## config.mk

```make
export PLATFORM = sky130hd
export DESIGN_NAME = or1200_except_pipe_flat
export DESIGN_NICKNAME = d
export VERILOG_FILES = /design/src/rtl/or1200_except_pipe_if.sv /design/src/rtl/or1200_except_pipe.sv /design/src/flat_wrapper.sv
export SDC_FILE = /design/constraint.sdc
export NUM_CORES = 1
export LEC_CHECK = 0
export ABC_AREA = 0
export BUFFER_PORTS_ARGS = -buffer_cell sky130_fd_sc_hd__buf_2
export CAP_MARGIN = 15
export CORE_ASPECT_RATIO = 1.5
export CORE_MARGIN = 2
export CORE_UTILIZATION = 35
export CTS_CLUSTER_SIZE = 25
export DETAILED_ROUTE_END_ITERATION = 10
export PLACE_DENSITY_LB_ADDON = 0.12
export SLEW_MARGIN = 20
export SYNTH_ARGS = -nofsm -noshare
export SYNTH_HDL_FRONTEND = slang
export SYNTH_SLANG_ARGS = --single-unit
```

## constraint.sdc

```tcl
create_clock -name clk -period 3.35 [get_ports clk]
set_clock_uncertainty 0.15 [all_clocks]
set_input_delay 0.8375 -clock clk [delete_from_list [all_inputs] [get_ports clk]]
set_output_delay 0.8375 -clock clk [all_outputs]
set_load 0.01 [all_outputs]
```

## src/rtl/or1200_except_pipe_if.sv

```systemverilog
// Signal bundle between the core pipeline and or1200_except_pipe.
// Every signal is a per-cycle level sampled on the rising clock edge. There is no valid/ready handshake.
interface or1200_except_pipe_if #(
    parameter int AW     = 32,
    parameter int TRIG_W = 14
);
    logic [AW-1:0]     if_pc;
    logic              if_insn_valid;
    logic              if_stall;
    logic              id_freeze;
    logic              ex_freeze;
    logic              wb_freeze;
    logic              id_branch_op;
    logic              if_itlbmiss;
    logic              if_ipf;
    logic              if_ibuserr;
    logic              id_illegal;
    logic              id_syscall;
    logic              id_trap;
    logic              ex_align;
    logic              ex_dtlbmiss;
    logic              ex_dpf;
    logic              ex_dbuserr;
    logic              ex_range;
    logic              ex_fpe;
    logic              int_req;
    logic              tick_req;
    logic              sr_iee;
    logic              sr_tee;
    logic              except_flushpipe;
    logic [TRIG_W-1:0] except_trig;
    logic              except_pending;
    logic [AW-1:0]     id_pc;
    logic [AW-1:0]     ex_pc;
    logic [AW-1:0]     wb_pc;
    logic [AW-1:0]     dl_pc;
    logic              ex_dslot;
    logic              delayed1_ex_dslot;
    logic              delayed2_ex_dslot;

    modport master (
        output if_pc, if_insn_valid, if_stall, id_freeze, ex_freeze, wb_freeze, id_branch_op,
               if_itlbmiss, if_ipf, if_ibuserr, id_illegal, id_syscall, id_trap,
               ex_align, ex_dtlbmiss, ex_dpf, ex_dbuserr, ex_range, ex_fpe,
               int_req, tick_req, sr_iee, sr_tee, except_flushpipe,
        input  except_trig, except_pending, id_pc, ex_pc, wb_pc, dl_pc,
               ex_dslot, delayed1_ex_dslot, delayed2_ex_dslot
    );

    modport slave (
        input  if_pc, if_insn_valid, if_stall, id_freeze, ex_freeze, wb_freeze, id_branch_op,
               if_itlbmiss, if_ipf, if_ibuserr, id_illegal, id_syscall, id_trap,
               ex_align, ex_dtlbmiss, ex_dpf, ex_dbuserr, ex_range, ex_fpe,
               int_req, tick_req, sr_iee, sr_tee, except_flushpipe,
        output except_trig, except_pending, id_pc, ex_pc, wb_pc, dl_pc,
               ex_dslot, delayed1_ex_dslot, delayed2_ex_dslot
    );
endinterface

```

## src/rtl/or1200_except_pipe.sv

```systemverilog
// Tracks exception flags, PCs and delay-slot history through ID/EX/WB for the exception FSM.
// Define OR1200_EXCEPT_PIPE_FPU_EN to capture ex_fpe into except_trig[2].
module or1200_except_pipe #(
    parameter int AW     = 32,
    parameter int TRIG_W = 14
) (
    input logic               clk,
    input logic               rst_n,
    or1200_except_pipe_if.slave pif
);
    typedef struct packed {
        logic itlbmiss;
        logic ipf;
        logic ibuserr;
        logic illegal;
        logic syscall;
        logic trap;
    } id_flags_t;

    // Field order matches except_trig[13:3]
    typedef struct packed {
        logic itlbmiss;
        logic ipf;
        logic ibuserr;
        logic illegal;
        logic align;
        logic dtlbmiss;
        logic trap;
        logic syscall;
        logic dpf;
        logic dbuserr;
        logic range;
    } ex_flags_t;

    logic [AW-1:0] id_pc_q, ex_pc_q, wb_pc_q, dl_pc_q;
    id_flags_t     id_flags, id_now;
    ex_flags_t     ex_flags, ex_base, ex_next;
    logic          ex_dslot_q, dslot1_q, dslot2_q;
    logic          int_q, tick_q;
    logic          fpe_bit;
    logic [TRIG_W-1:0] trig_c;

    wire flush = pif.except_flushpipe;

    // ID-stage causes of the instruction currently sitting in ID, including this cycle's sources
    always_comb begin
        id_now         = id_flags;
        id_now.illegal = id_flags.illegal | pif.id_illegal;
        id_now.syscall = id_flags.syscall | pif.id_syscall;
        id_now.trap    = id_flags.trap    | pif.id_trap;
    end

    // EX flags: hold while frozen, take ID on advance, bubble otherwise; EX sources always accumulate
    always_comb begin
        ex_base = '0;
        if (pif.ex_freeze) begin
            ex_base = ex_flags;
        end else if (!pif.id_freeze) begin
            ex_base.itlbmiss = id_now.itlbmiss;
            ex_base.ipf      = id_now.ipf;
            ex_base.ibuserr  = id_now.ibuserr;
            ex_base.illegal  = id_now.illegal;
            ex_base.syscall  = id_now.syscall;
            ex_base.trap     = id_now.trap;
        end
        ex_next          = ex_base;
        ex_next.align    = ex_base.align    | pif.ex_align;
        ex_next.dtlbmiss = ex_base.dtlbmiss | pif.ex_dtlbmiss;
        ex_next.dpf      = ex_base.dpf      | pif.ex_dpf;
        ex_next.dbuserr  = ex_base.dbuserr  | pif.ex_dbuserr;
        ex_next.range    = ex_base.range    | pif.ex_range;
    end

    always_ff @(posedge clk or negedge rst_n) begin
        if (!rst_n) begin
            id_pc_q  <= '0;
            id_flags <= '0;
        end else if (flush) begin
            id_flags <= '0;
        end else if (!pif.id_freeze) begin
            if (!pif.if_stall) begin
                id_pc_q  <= pif.if_pc;
                id_flags <= id_flags_t'({pif.if_itlbmiss, pif.if_ipf, pif.if_ibuserr, 3'b000}
                                        & {6{pif.if_insn_valid}});
            end else begin
                id_flags <= '0;
            end
        end else begin
            id_flags <= id_now;
        end
    end

    always_ff @(posedge clk or negedge rst_n) begin
        if (!rst_n) begin
            ex_pc_q    <= '0;
            dl_pc_q    <= '0;
            ex_flags   <= '0;
            ex_dslot_q <= 1'b0;
            dslot1_q   <= 1'b0;
            dslot2_q   <= 1'b0;
        end else if (flush) begin
            ex_flags   <= '0;
            ex_dslot_q <= 1'b0;
            dslot1_q   <= 1'b0;
            dslot2_q   <= 1'b0;
        end else begin
            ex_flags <= ex_next;
            if (!pif.ex_freeze) begin
                dslot1_q <= ex_dslot_q;
                dslot2_q <= dslot1_q;
                if (!pif.id_freeze) begin
                    ex_pc_q    <= id_pc_q;
                    dl_pc_q    <= ex_pc_q;
                    ex_dslot_q <= pif.id_branch_op;
                end else begin
                    ex_dslot_q <= 1'b0;
                end
            end
        end
    end

`ifdef OR1200_EXCEPT_PIPE_FPU_EN
    logic ex_fpe_q;
    always_ff @(posedge clk or negedge rst_n) begin
        if (!rst_n)
            ex_fpe_q <= 1'b0;
        else if (flush)
            ex_fpe_q <= 1'b0;
        else
            ex_fpe_q <= (pif.ex_freeze & ex_fpe_q) | pif.ex_fpe;
    end
    assign fpe_bit = ex_fpe_q;
`else
    logic unused_fpe;
    assign unused_fpe = pif.ex_fpe;
    assign fpe_bit    = 1'b0;
`endif

    always_ff @(posedge clk or negedge rst_n) begin
        if (!rst_n)
            wb_pc_q <= '0;
        else if (!flush && !pif.wb_freeze)
            wb_pc_q <= ex_pc_q;
    end

    // Interrupt levels are sampled once; no edge detection
    always_ff @(posedge clk or negedge rst_n) begin
        if (!rst_n) begin
            int_q  <= 1'b0;
            tick_q <= 1'b0;
        end else if (flush) begin
            int_q  <= 1'b0;
            tick_q <= 1'b0;
        end else begin
            int_q  <= pif.int_req;
            tick_q <= pif.tick_req;
        end
    end

    assign trig_c = flush ? '0 : {ex_flags, fpe_bit, int_q & pif.sr_iee, tick_q & pif.sr_tee};

    assign pif.except_trig       = trig_c;
    assign pif.except_pending    = |trig_c;
    assign pif.id_pc             = id_pc_q;
    assign pif.ex_pc             = ex_pc_q;
    assign pif.wb_pc             = wb_pc_q;
    assign pif.dl_pc             = dl_pc_q;
    assign pif.ex_dslot          = ex_dslot_q;
    assign pif.delayed1_ex_dslot = dslot1_q;
    assign pif.delayed2_ex_dslot = dslot2_q;
endmodule

```

## src/flat_wrapper.sv

```systemverilog
// flat-port wrapper written by rule: the top's interface ports become plain ports
module or1200_except_pipe_flat 
#(
    parameter int AW     = 32,
    parameter int TRIG_W = 14
)
  (clk, rst_n, pif_if_pc, pif_if_insn_valid, pif_if_stall, pif_id_freeze, pif_ex_freeze, pif_wb_freeze, pif_id_branch_op, pif_if_itlbmiss, pif_if_ipf, pif_if_ibuserr, pif_id_illegal, pif_id_syscall, pif_id_trap, pif_ex_align, pif_ex_dtlbmiss, pif_ex_dpf, pif_ex_dbuserr, pif_ex_range, pif_ex_fpe, pif_int_req, pif_tick_req, pif_sr_iee, pif_sr_tee, pif_except_flushpipe, pif_except_trig, pif_except_pending, pif_id_pc, pif_ex_pc, pif_wb_pc, pif_dl_pc, pif_ex_dslot, pif_delayed1_ex_dslot, pif_delayed2_ex_dslot);
  or1200_except_pipe_if #(.AW(AW), .TRIG_W(TRIG_W)) pif_i ();
  input logic clk;
  input logic rst_n;
  input wire logic [$bits(pif_i.if_pc)-1:0] pif_if_pc;
  input wire logic [$bits(pif_i.if_insn_valid)-1:0] pif_if_insn_valid;
  input wire logic [$bits(pif_i.if_stall)-1:0] pif_if_stall;
  input wire logic [$bits(pif_i.id_freeze)-1:0] pif_id_freeze;
  input wire logic [$bits(pif_i.ex_freeze)-1:0] pif_ex_freeze;
  input wire logic [$bits(pif_i.wb_freeze)-1:0] pif_wb_freeze;
  input wire logic [$bits(pif_i.id_branch_op)-1:0] pif_id_branch_op;
  input wire logic [$bits(pif_i.if_itlbmiss)-1:0] pif_if_itlbmiss;
  input wire logic [$bits(pif_i.if_ipf)-1:0] pif_if_ipf;
  input wire logic [$bits(pif_i.if_ibuserr)-1:0] pif_if_ibuserr;
  input wire logic [$bits(pif_i.id_illegal)-1:0] pif_id_illegal;
  input wire logic [$bits(pif_i.id_syscall)-1:0] pif_id_syscall;
  input wire logic [$bits(pif_i.id_trap)-1:0] pif_id_trap;
  input wire logic [$bits(pif_i.ex_align)-1:0] pif_ex_align;
  input wire logic [$bits(pif_i.ex_dtlbmiss)-1:0] pif_ex_dtlbmiss;
  input wire logic [$bits(pif_i.ex_dpf)-1:0] pif_ex_dpf;
  input wire logic [$bits(pif_i.ex_dbuserr)-1:0] pif_ex_dbuserr;
  input wire logic [$bits(pif_i.ex_range)-1:0] pif_ex_range;
  input wire logic [$bits(pif_i.ex_fpe)-1:0] pif_ex_fpe;
  input wire logic [$bits(pif_i.int_req)-1:0] pif_int_req;
  input wire logic [$bits(pif_i.tick_req)-1:0] pif_tick_req;
  input wire logic [$bits(pif_i.sr_iee)-1:0] pif_sr_iee;
  input wire logic [$bits(pif_i.sr_tee)-1:0] pif_sr_tee;
  input wire logic [$bits(pif_i.except_flushpipe)-1:0] pif_except_flushpipe;
  output wire logic [$bits(pif_i.except_trig)-1:0] pif_except_trig;
  output wire logic [$bits(pif_i.except_pending)-1:0] pif_except_pending;
  output wire logic [$bits(pif_i.id_pc)-1:0] pif_id_pc;
  output wire logic [$bits(pif_i.ex_pc)-1:0] pif_ex_pc;
  output wire logic [$bits(pif_i.wb_pc)-1:0] pif_wb_pc;
  output wire logic [$bits(pif_i.dl_pc)-1:0] pif_dl_pc;
  output wire logic [$bits(pif_i.ex_dslot)-1:0] pif_ex_dslot;
  output wire logic [$bits(pif_i.delayed1_ex_dslot)-1:0] pif_delayed1_ex_dslot;
  output wire logic [$bits(pif_i.delayed2_ex_dslot)-1:0] pif_delayed2_ex_dslot;
  assign pif_i.if_pc = pif_if_pc;
  assign pif_i.if_insn_valid = pif_if_insn_valid;
  assign pif_i.if_stall = pif_if_stall;
  assign pif_i.id_freeze = pif_id_freeze;
  assign pif_i.ex_freeze = pif_ex_freeze;
  assign pif_i.wb_freeze = pif_wb_freeze;
  assign pif_i.id_branch_op = pif_id_branch_op;
  assign pif_i.if_itlbmiss = pif_if_itlbmiss;
  assign pif_i.if_ipf = pif_if_ipf;
  assign pif_i.if_ibuserr = pif_if_ibuserr;
  assign pif_i.id_illegal = pif_id_illegal;
  assign pif_i.id_syscall = pif_id_syscall;
  assign pif_i.id_trap = pif_id_trap;
  assign pif_i.ex_align = pif_ex_align;
  assign pif_i.ex_dtlbmiss = pif_ex_dtlbmiss;
  assign pif_i.ex_dpf = pif_ex_dpf;
  assign pif_i.ex_dbuserr = pif_ex_dbuserr;
  assign pif_i.ex_range = pif_ex_range;
  assign pif_i.ex_fpe = pif_ex_fpe;
  assign pif_i.int_req = pif_int_req;
  assign pif_i.tick_req = pif_tick_req;
  assign pif_i.sr_iee = pif_sr_iee;
  assign pif_i.sr_tee = pif_sr_tee;
  assign pif_i.except_flushpipe = pif_except_flushpipe;
  assign pif_except_trig = pif_i.except_trig;
  assign pif_except_pending = pif_i.except_pending;
  assign pif_id_pc = pif_i.id_pc;
  assign pif_ex_pc = pif_i.ex_pc;
  assign pif_wb_pc = pif_i.wb_pc;
  assign pif_dl_pc = pif_i.dl_pc;
  assign pif_ex_dslot = pif_i.ex_dslot;
  assign pif_delayed1_ex_dslot = pif_i.delayed1_ex_dslot;
  assign pif_delayed2_ex_dslot = pif_i.delayed2_ex_dslot;
  or1200_except_pipe #(.AW(AW), .TRIG_W(TRIG_W)) u_core (.clk(clk), .rst_n(rst_n), .pif(pif_i));
endmodule
```

==> flow_summary.ini, run 1 <==
[sta]
max_slew_headroom_at_the_worst_pin_pct = 51.2
finalWorstPathRequiredPeriod_ns = 2.89
rsz_0062_raised_after_global_routing = no
finalMaxSlewViolations = 0
final.hold.worst_slack_ns = 0.288
finalHoldViolCount = 0
timing.setup.tns_ns = 0
fmaxAchievable_mhz = 346
timing.final.setup_violations = 0
timing.final.crit_share_pct = 86.3
max_slew.worst_pin.slew_ns = 0.732

[power]
power.switching_uw = 1840
p_clk_share_pct = 30.5
power_density_nw_per_um2 = 801
p_seq_share_pct = 43.5
fraction_of_power_spent_switching_nets_pct = 29.8
internal_power_uw = 4340
peakVddDrop_uv = 337
share_comb_of_total_power_pct = 26.1
leakage_uw = 0.00376

[placed_design]
numPortBuffers = 200
place.gp.congestion = 0.741
dp.final_hpwl_mm = 8.91

[clock_tree]
h_tree_levels = 4
cts_root_buf = sky130_fd_sc_hd__clkbuf_16
cts_setup_buffers = 0
cts.repair.resized = 0
clock_insertion_delay_worst_skew_ns = 0.41
cts.path.max_buffers = 2
cts_tree = built
numCtsBuffers = 17
clock_sink_count = 150
cts_hold_repair.buffers = 0
clkTransAtPathRegs_ns = 0.07

[critical_path]
cp_data_required_time_ns = 2.36
crit_path_cell_trace = or4_1 -> nor4_1 -> a41oi_1 -> buf_2
critical_path.startpoint_type = flip-flop
worst_setup_end_kind = output port
max_stage_delay_ns = 0.53
criticalPathCategory = reg2out
critical_path_arrival_ns = 1.90
cpMaxStageDelayCell = sky130_fd_sc_hd__or4_1
worst-path-max-fanout = 3

[yosys]
synth_warnings = 0
synth_top_cells_by_area = sky130_fd_sc_hd__dfrtp_1 64%, sky130_fd_sc_hd__mux2_2 16%, sky130_fd_sc_hd__mux2_4 10%
netlist_area_um2 = 5900
synth_area_leader_cell = sky130_fd_sc_hd__dfrtp_1
fraction_of_post_synthesis_cell_area_in_the_top_cell_type_by_area_pct = 63.6
syn_avg_cell_area_um2 = 15.8
post_synth_cell_types = 24
syn_inst = 374
syn_nets = 431
postSynthRegisterBits = 150
synth_sequential_area_ratio_pct = 63.6

[job]
max_cap_viol_count = 0

[floorplan]
die_x_um = 110
initial_core_util_pct = 35.5
floorplan.rows = 58
die_area_um2 = 17900
y_dimension_of_the_die_um = 163
design.core.area_um2 = 16600
io_pins = 203

[finish]
multi_input_area_um2 = 2020
final_net_count = 639
share_of_layout_cells_above_drive_strength_1_pct = 62.0
seq_area_um2 = 3750
syn2layout_area_growth_pct = 30.8
fillerInstances = 1567

[detailed_routing]
detailroute.via_count = 3730
drc = 0
drtIter0Drc = 97
routedWlPerCell_um = 16.4
route.final.wire_length_mm = 13.2
antenna_left = 0
average_via_count_per_standard_cell = 4.63
detailedRoute.firstPassIterationCount = 4

[grt]
grt_max_degree = 75
first_global_vias = 3746
grt_pass1_wl_mm = 20.2
grt_use_total_pct = 14.9
globalRouteOverflowTotal = 0
grt_antenna_before_repair = 2

[status]
run_status = completed

[worst_hold_path]
hold_class = in2async
-- Yosys cell counts --
cell,instances
sky130_fd_sc_hd__nand2_1,8
sky130_fd_sc_hd__mux2i_1,2
sky130_fd_sc_hd__mux2_2,86
sky130_fd_sc_hd__buf_6,7
sky130_fd_sc_hd__buf_4,1
sky130_fd_sc_hd__nor2_1,21
sky130_fd_sc_hd__mux2_4,40
sky130_fd_sc_hd__nor3_2,1
sky130_fd_sc_hd__nor3b_1,2
sky130_fd_sc_hd__nand3b_1,3
sky130_fd_sc_hd__nor2b_1,14
sky130_fd_sc_hd__o21ai_0,3
sky130_fd_sc_hd__nor4_1,2
sky130_fd_sc_hd__mux2_1,2
sky130_fd_sc_hd__a21oi_1,13
sky130_fd_sc_hd__a22oi_1,2
sky130_fd_sc_hd__dfrtp_1,150
sky130_fd_sc_hd__a41oi_1,1
sky130_fd_sc_hd__clkbuf_1,5
sky130_fd_sc_hd__nor3_4,1
sky130_fd_sc_hd__buf_2,7
sky130_fd_sc_hd__conb_1,1
sky130_fd_sc_hd__nand2b_1,1
sky130_fd_sc_hd__or4_1,1
-- power groups by stage --
stage / logic (uW) / registers (uW) / clock network [uW]
global route: 1740 / 2770 / 2020
finish: 1610 / 2690 / 1880
floorplan: 636 / 2930 / 0
global placement: 1630 / 2700 / 0
detailed placement: 1650 / 2720 / 0
CTS: 1650 / 2700 / 1950
-- cells in the final DEF, fill, tap and decap left out --
master	count
sky130_fd_sc_hd__a21oi_1	13
sky130_fd_sc_hd__a22oi_1	2
sky130_fd_sc_hd__a41oi_1	1
sky130_fd_sc_hd__buf_12	2
sky130_fd_sc_hd__buf_2	199
sky130_fd_sc_hd__buf_4	7
sky130_fd_sc_hd__buf_6	1
sky130_fd_sc_hd__bufinv_16	2
sky130_fd_sc_hd__clkbuf_1	1
sky130_fd_sc_hd__clkbuf_16	17
sky130_fd_sc_hd__clkinv_2	1
sky130_fd_sc_hd__clkinv_4	1
sky130_fd_sc_hd__clkinvlp_4	4
sky130_fd_sc_hd__conb_1	1
sky130_fd_sc_hd__dfrtp_1	150
sky130_fd_sc_hd__diode_2	2
sky130_fd_sc_hd__inv_6	5
sky130_fd_sc_hd__mux2_1	2
sky130_fd_sc_hd__mux2_2	86
sky130_fd_sc_hd__mux2_4	40
sky130_fd_sc_hd__mux2i_1	2
sky130_fd_sc_hd__nand2_1	8
sky130_fd_sc_hd__nand2b_1	1
sky130_fd_sc_hd__nand3b_1	3
sky130_fd_sc_hd__nor2_1	20
sky130_fd_sc_hd__nor2_4	1
sky130_fd_sc_hd__nor2b_1	14
sky130_fd_sc_hd__nor3_4	2
sky130_fd_sc_hd__nor3b_1	2
sky130_fd_sc_hd__nor4_1	2
sky130_fd_sc_hd__o21ai_0	3
sky130_fd_sc_hd__or4_1	1
-- final timing paths --
kind,startpoint,end,slack (ns),cells after the start
max,u_core.ex_flags[8],pif_except_pending,0.46,4
min in group clk,u_core.id_flags[0],u_core.id_flags[0],0.34,2
max reg2reg,u_core.id_flags[4],u_core.ex_flags[9],2.37,3
min,rst_n,u_core.ex_flags[6],0.29,1
max in group asynchronous,rst_n,u_core.pif.ex_pc[28],2.02,2
min reg2reg,u_core.id_flags[0],u_core.id_flags[0],0.34,2
-- stage by stage --
step	worst slack (ns)	util (%)	total power, uW	instances	cell area, um^2
after floorplan	0.947	-	3570	374	5900
after CTS	0.423	46.4	6300	804	7710
final	0.460	46.4	6180	806	7720
after global placement	0.688	42.9	4320	773	7140
after global routing	0.289	46.4	6540	805	7710
after detailed placement	0.657	42.9	4370	773	7140
-- logic make-up after synthesis --
| kind of cell | after synthesis | synth area share (%) |
|---|---|---|
| muxes | 130 | 27.3 |
| and+or+nand+nor | 54 | 4.86 |
| DFF | 150 | 63.6 |
| other | 1 | 0.0636 |
| AOI/OAI and AO/OA | 19 | 1.76 |
| buffers and inverters | 20 | 2.38 |
-- flip-flops by register name (all words and copies together) (netlist names), 6 cells and up --
name,flops
u_core.pif.dl_pc,32
u_core.pif.wb_pc,32
u_core.ex_flags,11
u_core.pif.id_pc,32
u_core.pif.ex_pc,32
u_core.id_flags,6
-- layer usage --
metal / vias to the layer above / GRT usage [%] / routed length, um
met5: - / 0 / 0
met1: 1885 / 18.4 / 5430
met2: 120 / 24.6 / 6790
met3: 8 / 4.44 / 826
li1: 1717 / - / -
met4: 0 / 5.18 / 142
-- cell type report --
| class | count | share of cell area (%) |
|---|---|---|
| multi-input combinational | 204 | 26.2 |
| clock inverter | 13 | 1.91 |
| clock buffer | 18 | 5.56 |
| timing repair buffer | 209 | 14.3 |
| sequential | 150 | 48.6 |
| tap | 210 | 3.40 |
| antenna | 2 | 0.0649 |
-- critical path, delay by kind of cell, from the launching register on --
kind	cells	cell delay (ns)
AOI/OAI and AO/OA	1	0.15
DFF	1	0.40
and+or+nand+nor	2	0.75
buffers and inverters	1	0.18
No activity file was read; power rests on OpenSTA's default activity.
==> inputs of run 2 (changes only) <==
CORE_ASPECT_RATIO = default   (was 1.5)
==> run 2 against run 1 <==
  * Global-route usage fell by 0.17 points
  * Total power fell by 0.99%
  * Hold slack improved by 0.052 ns
==> flow_summary.ini, run 2 (synthesized netlist as in run 1, its figures left out) <==
[power]
total_power_uw = 6120
power_density_nw_per_um2 = 794
peakVddDrop_uv = 332
leakage_uw = 0.00376

[floorplan]
y_dimension_of_the_die_um = 134
die_x_um = 134
design.core.area_um2 = 16500
floorplan.rows = 47
initial_core_util_pct = 35.7
die_area_um2 = 17900
io_pins = 203

[detailed_routing]
top_layer_used = met4
detailedRoute.firstPassIterationCount = 4
average_via_count_per_standard_cell = 4.57
drtIter0Drc = 143
antenna_left = 0
wl_met3_mm = 1.05
routedWlPerCell_um = 15.6
route.final.wire_length_mm = 12.7
detailroute.via_count = 3705
met2WireLength_mm = 5.72
routedLengthMet1_mm = 5.79
drc = 0

[critical_path]
crit_path_cell_trace = or4_1 -> nor4_1 -> a41oi_1 -> buf_2
worst-path-max-fanout = 3
timing.critical_path.max_delay_family = simple AND/OR/NAND/NOR gates
worst_setup_path_startpoint = u_core.ex_flags[8]
critical_path_arrival_ns = 1.85
r2r_cells = 3
r2r_start = u_core.id_flags[3]
cpMaxStageDelayCell = sky130_fd_sc_hd__or4_1
buffers_plus_inverters_on_the_worst_setup_path = 1
r2r_end = u_core.ex_flags[8]
criticalPathCategory = reg2out
max_stage_delay_ns = 0.53
critical_path.startpoint_type = flip-flop
worst_setup_end_kind = output port
cp_data_required_time_ns = 2.36
ff2ff_setup_slack_ns = 2.36

[sta]
timing.final.setup_violations = 0
final.hold.worst_slack_ns = 0.340
max_slew.worst_pin.slew_ns = 0.807
max_slew_headroom_at_the_worst_pin_pct = 46.2
finalMaxSlewViolations = 0
fmaxAchievable_mhz = 353
rsz_0062_raised_after_global_routing = no
final.setup.worst_slack_ns = 0.515
finalWorstPathRequiredPeriod_ns = 2.83
timing.setup.tns_ns = 0
finalHoldViolCount = 0
timing.final.crit_share_pct = 84.6

[job]
max_cap_viol_count = 0

[clock_tree]
cts.path.max_buffers = 2
cts_hold_repair.buffers = 0
h_tree_levels = 4
cts_setup_buffers = 0
numCtsBuffers = 17
clock_insertion_delay_worst_skew_ns = 0.41
cts.repair.resized = 0
cts_root_buf = sky130_fd_sc_hd__clkbuf_16
cts_tree = built
clkTransAtPathRegs_ns = 0.06
clock_sink_count = 150

[grt]
grt_antenna_before_repair = 0
first_global_vias = 3835
grt_max_degree = 151
grt_pass1_wl_mm = 20.5
grt_use_total_pct = 14.7
globalRouteOverflowTotal = 0

[finish]
layout.cells.most_common = sky130_fd_sc_hd__buf_2
syn2layout_area_growth_pct = 30.7
highest_count_cells_in_the_layout_ignoring_fill_and_taps = 199 x sky130_fd_sc_hd__buf_2, 150 x sky130_fd_sc_hd__dfrtp_1, 86 x sky130_fd_sc_hd__mux2_2
n_antenna_cell = 0
share_of_layout_cells_above_drive_strength_1_pct = 61.6
final_net_count = 637
final_design_area_no_fill_um2 = 7710

[placed_design]
placed_cell_area_um2 = 7150
dp.final_hpwl_mm = 8.33
preCtsSetupSlack_ns = 0.665
place.gp.congestion = 0.693
numPortBuffers = 200

[worst_hold_path]
hold_class = reg2reg
min_delay_worst_endpoint = u_core.id_flags[1]
worst_hold_startpoint = u_core.id_flags[1]
hold_depth = 2

[status]
run_status = completed
==> run 2: cell type report <==
cell class | instances | area, um^2
clock inverter | 9 | 104
timing repair buffer | 207 | 1100
sequential | 150 | 3750
tap | 220 | 275
fill | 1503 | 8810
multi-input combinational | 204 | 2020
clock buffer | 21 | 460
==> run 2: per-layer routing <==
metal	track usage [%]	vias up
met1	19.5	1833
met3	6.01	9
li1	-	1725
met4	5.50	0
met2	21.8	138
met5	0	-
==> run 2: per-stage QoR <==
step	instances	utilization, %
after CTS	811	46.7
after floorplan	374	-
final	811	46.7
after detailed placement	781	43.2
after global placement	781	43.2
after global routing	811	46.7
==> run 2: tightest hold or removal path, delay by kind of cell, from the launching register on <==
family | cells | cell delay (ns)
flops | 1 | 0.34
simple gates | 2 | 0.11
==> run 2: how the worst max path moves through the flow <==
stage | cells past startpoint | end | slack [ns]
after global routing | 4 | pif_except_pending | 0.42
after floorplan | 3 | pif_except_pending | 0.95
after detailed placement | 3 | pif_except_trig[7] | 0.66
final | 4 | pif_except_pending | 0.52
after global placement | 3 | pif_except_pending | 0.70
after CTS | 4 | pif_except_pending | 0.47
==> run 2: where the power goes <==
| part | internal (uW) | switching (uW) |
|---|---|---|
| clock | 1120 | 705 |
| sequential | 2350 | 335 |
| combinational | 887 | 723 |
==> inputs of run 3 (changes only) <==
ABC_AREA = 1   (was 0)
clock period = 2.67 ns   (was 3.35 ns; I/O delays follow)
==> run 3 against run 2 <==
  * Setup slack got worse by 0.20 ns
  * Area after synthesis decreased by 1.4%
  * Sequential share of layout area increased by 0.58 points
  * Clock power increased by 26%
  * Register-to-register slack got worse by 0.57 ns
  * Critical endpoint unchanged
==> flow_summary.ini, run 3 <==
[status]
run_status = completed

[sta]
finalMaxSlewViolations = 0
rsz_0062_raised_after_global_routing = no
timing.final.setup_violations = 0
timing.final.crit_share_pct = 88.4
final.setup.worst_slack_ns = 0.310
fmaxAchievable_mhz = 424
finalWorstPathRequiredPeriod_ns = 2.36
max_slew_headroom_at_the_worst_pin_pct = 61.5
finalHoldViolCount = 0
max_slew.worst_pin.slew_ns = 0.578
timing.setup.tns_ns = 0

[yosys]
synthSimpleGateAreaFrac_pct = 20.4
synth_xor_xnor_area_share_pct = 0
synth_warnings = 0
synth.top_cells.by_count = 168 x sky130_fd_sc_hd__nand2_1, 150 x sky130_fd_sc_hd__dfrtp_1, 62 x sky130_fd_sc_hd__nor2_1, 58 x sky130_fd_sc_hd__nand3_1, 46 x sky130_fd_sc_hd__a21oi_1
synth_top_family_by_area = simple AND/OR/NAND/NOR gates
syn_inst = 622
post_synthesis_share_of_cell_area_spent_on_full_adders_half_adders_and_majority_gates_pct = 0
synth_edf_count = 0
multiplexer_fraction_of_the_synthesized_cell_area_pct = 0
syn_nets = 679
post-synth-top-count-cell = sky130_fd_sc_hd__nand2_1
post_synth_cell_types = 20
synth_top_cells_by_area = sky130_fd_sc_hd__dfrtp_1 65%, sky130_fd_sc_hd__nand2_1 11%, sky130_fd_sc_hd__nand3_1 5.0%
syn_avg_cell_area_um2 = 9.35
synth_async_sr_flop_share_pct = 100
fraction_of_post_synthesis_cell_area_in_the_top_cell_type_by_area_pct = 64.6
synth-main-ff-cell = sky130_fd_sc_hd__dfrtp_1
synth_area_leader_cell = sky130_fd_sc_hd__dfrtp_1
postSynthRegisterBits = 150
netlist_area_um2 = 5810
synth_sequential_area_ratio_pct = 64.6
compound_cell_area_share_of_the_yosys_netlist_pct = 8.54

[critical_path]
cpMaxStageDelayCell = sky130_fd_sc_hd__inv_2
critical_path_arrival_ns = 1.54
cp_data_required_time_ns = 1.85
r2r_cells = 2
worst-path-max-fanout = 19
r2r_start = u_core.id_flags[0]
worst_setup_path_startpoint = pif_except_flushpipe
timing.critical_path.max_delay_family = buffers and inverters
buffers_plus_inverters_on_the_worst_setup_path = 3
path_depth = 7
critical_path.startpoint_type = input pin
worst_setup_end_kind = output port
criticalPathCategory = in2out
max_stage_delay_ns = 0.26
crit_path_cell_trace = buf_2 -> inv_2 -> nand2_1 -> nand3_1 -> nor2_1 -> nand2_1 -> buf_2

[floorplan]
y_dimension_of_the_die_um = 133
floorplan.rows = 47
design.core.area_um2 = 16400
die_x_um = 133
initial_core_util_pct = 35.4
io_pins = 203
die_area_um2 = 17700

[grt]
globalRouteOverflowTotal = 0
first_global_vias = 4577
grt_max_degree = 58
grt_use_total_pct = 17.6
grt_pass1_wl_mm = 24.4
grt_antenna_before_repair = 0

[finish]
highest_count_cells_in_the_layout_ignoring_fill_and_taps = 199 x sky130_fd_sc_hd__buf_2, 167 x sky130_fd_sc_hd__nand2_1, 150 x sky130_fd_sc_hd__dfrtp_1
layout.cells.most_common = sky130_fd_sc_hd__buf_2
number_of_non_filler_instances_in_the_completed_layout = 1049
share_of_layout_cells_above_drive_strength_1_pct = 30.4
syn2layout_area_growth_pct = 31.1
n_antenna_cell = 0
final_net_count = 873

[job]
max_cap_viol_count = 0

[clock_tree]
cts_hold_repair.buffers = 1
cts.repair.resized = 0
clock_insertion_delay_worst_skew_ns = 0.42
numCtsBuffers = 17
cts_root_buf = sky130_fd_sc_hd__clkbuf_16
clkTransAtPathRegs_ns = 0.06
cts_tree = built
cts.path.max_buffers = 2
clock_sink_count = 150
h_tree_levels = 4
cts_setup_buffers = 0

[placed_design]
place.detailed.instances = 1016
numPortBuffers = 200
dp.final_hpwl_mm = 10.5
place.gp.congestion = 0.777
preCtsSetupSlack_ns = 0.270

[power]
leakage_uw = 0.00418
power_density_nw_per_um2 = 849
peakVddDrop_uv = 424

[detailed_routing]
antenna_left = 0
detailroute.via_count = 4784
drc = 0
detailedRoute.firstPassIterationCount = 4
drtIter0Drc = 208
routedWlPerCell_um = 14.4
average_via_count_per_standard_cell = 4.56
route.final.wire_length_mm = 15.1

[worst_hold_path]
hold_depth = 3
hold_class = in2reg
worst_hold_startpoint = pif_tick_req
[run 3: cell types whose count changed in the layout (fill, tap and decap cells not counted), moves of 9 or more]
| cell | delta |
|---|---|
| sky130_fd_sc_hd__mux2_4 | -40 |
| sky130_fd_sc_hd__nor2b_1 | -14 |
| sky130_fd_sc_hd__nand2_1 | +159 |
| sky130_fd_sc_hd__o21ai_0 | +36 |
| sky130_fd_sc_hd__inv_1 | +42 |
| sky130_fd_sc_hd__mux2_2 | -86 |
| sky130_fd_sc_hd__o22ai_1 | +9 |
| sky130_fd_sc_hd__nor2_1 | +41 |
| sky130_fd_sc_hd__a21oi_1 | +33 |
| sky130_fd_sc_hd__nand3_1 | +58 |
[run 3: path summary, 6_finish.rpt]
check                                       end  slack (ns)
max                          pif_except_pending        0.31
min                               u_core.tick_q        0.30
max reg2reg                  u_core.ex_flags[4]        1.79
min reg2reg                u_core.pif.dl_pc[24]        0.32
max in group asynchronous    u_core.id_flags[3]        1.14
min in group asynchronous   u_core.pif.wb_pc[7]        0.56
[run 3: worst reg2reg max path: cells and delay by family, from the launching register on]
family / cells / cell delay, ns
AO/OA/AOI/OAI: 1 / 0.10
flip-flops: 1 / 0.36
AND/OR/NAND/NOR: 1 / 0.13
[run 3: kinds of logic (layout without fill, tap and decap cells)]
group / count (synthesis) / in the layout
compound gates: 97 / 97
simple gates: 292 / 292
buf+inv: 82 / 289
other cells: 1 / 1
flops: 150 / 150
[run 3: metal layers]
metal / GRT usage (%) / wire [um]
met1: 22.7 / 6570
met2: 29.0 / 7490
met3: 4.41 / 794
met4: 6.15 / 247
met5: 0 / 0
[run 3: cell type report]
type	instances	area, um^2
fill	1638	8790
sequential	150	3750
timing repair buffer	214	1150
tap	220	275
inverter	43	161
multi-input combinational	390	1700
clock inverter	13	120
clock buffer	19	453
[run 3: stage by stage]
step	cell area (um^2)	power (uW)	hold slack, ns	util (%)
after floorplan	5810	3560	0.222	-
after global placement	7040	4190	0.304	42.9
after detailed placement	7040	4230	0.303	42.9
after CTS	7620	6560	0.283	46.4
after global routing	7620	6830	0.311	46.4
final	7620	6470	0.298	46.4
[run 3: power by group]
group / switching [uW] / internal [uW] / total, uW
Combinational: 750 / 492 / 1240
Clock: 969 / 1340 / 2310
Sequential: 243 / 2670 / 2920
Total: 1960 / 4500 / 6470
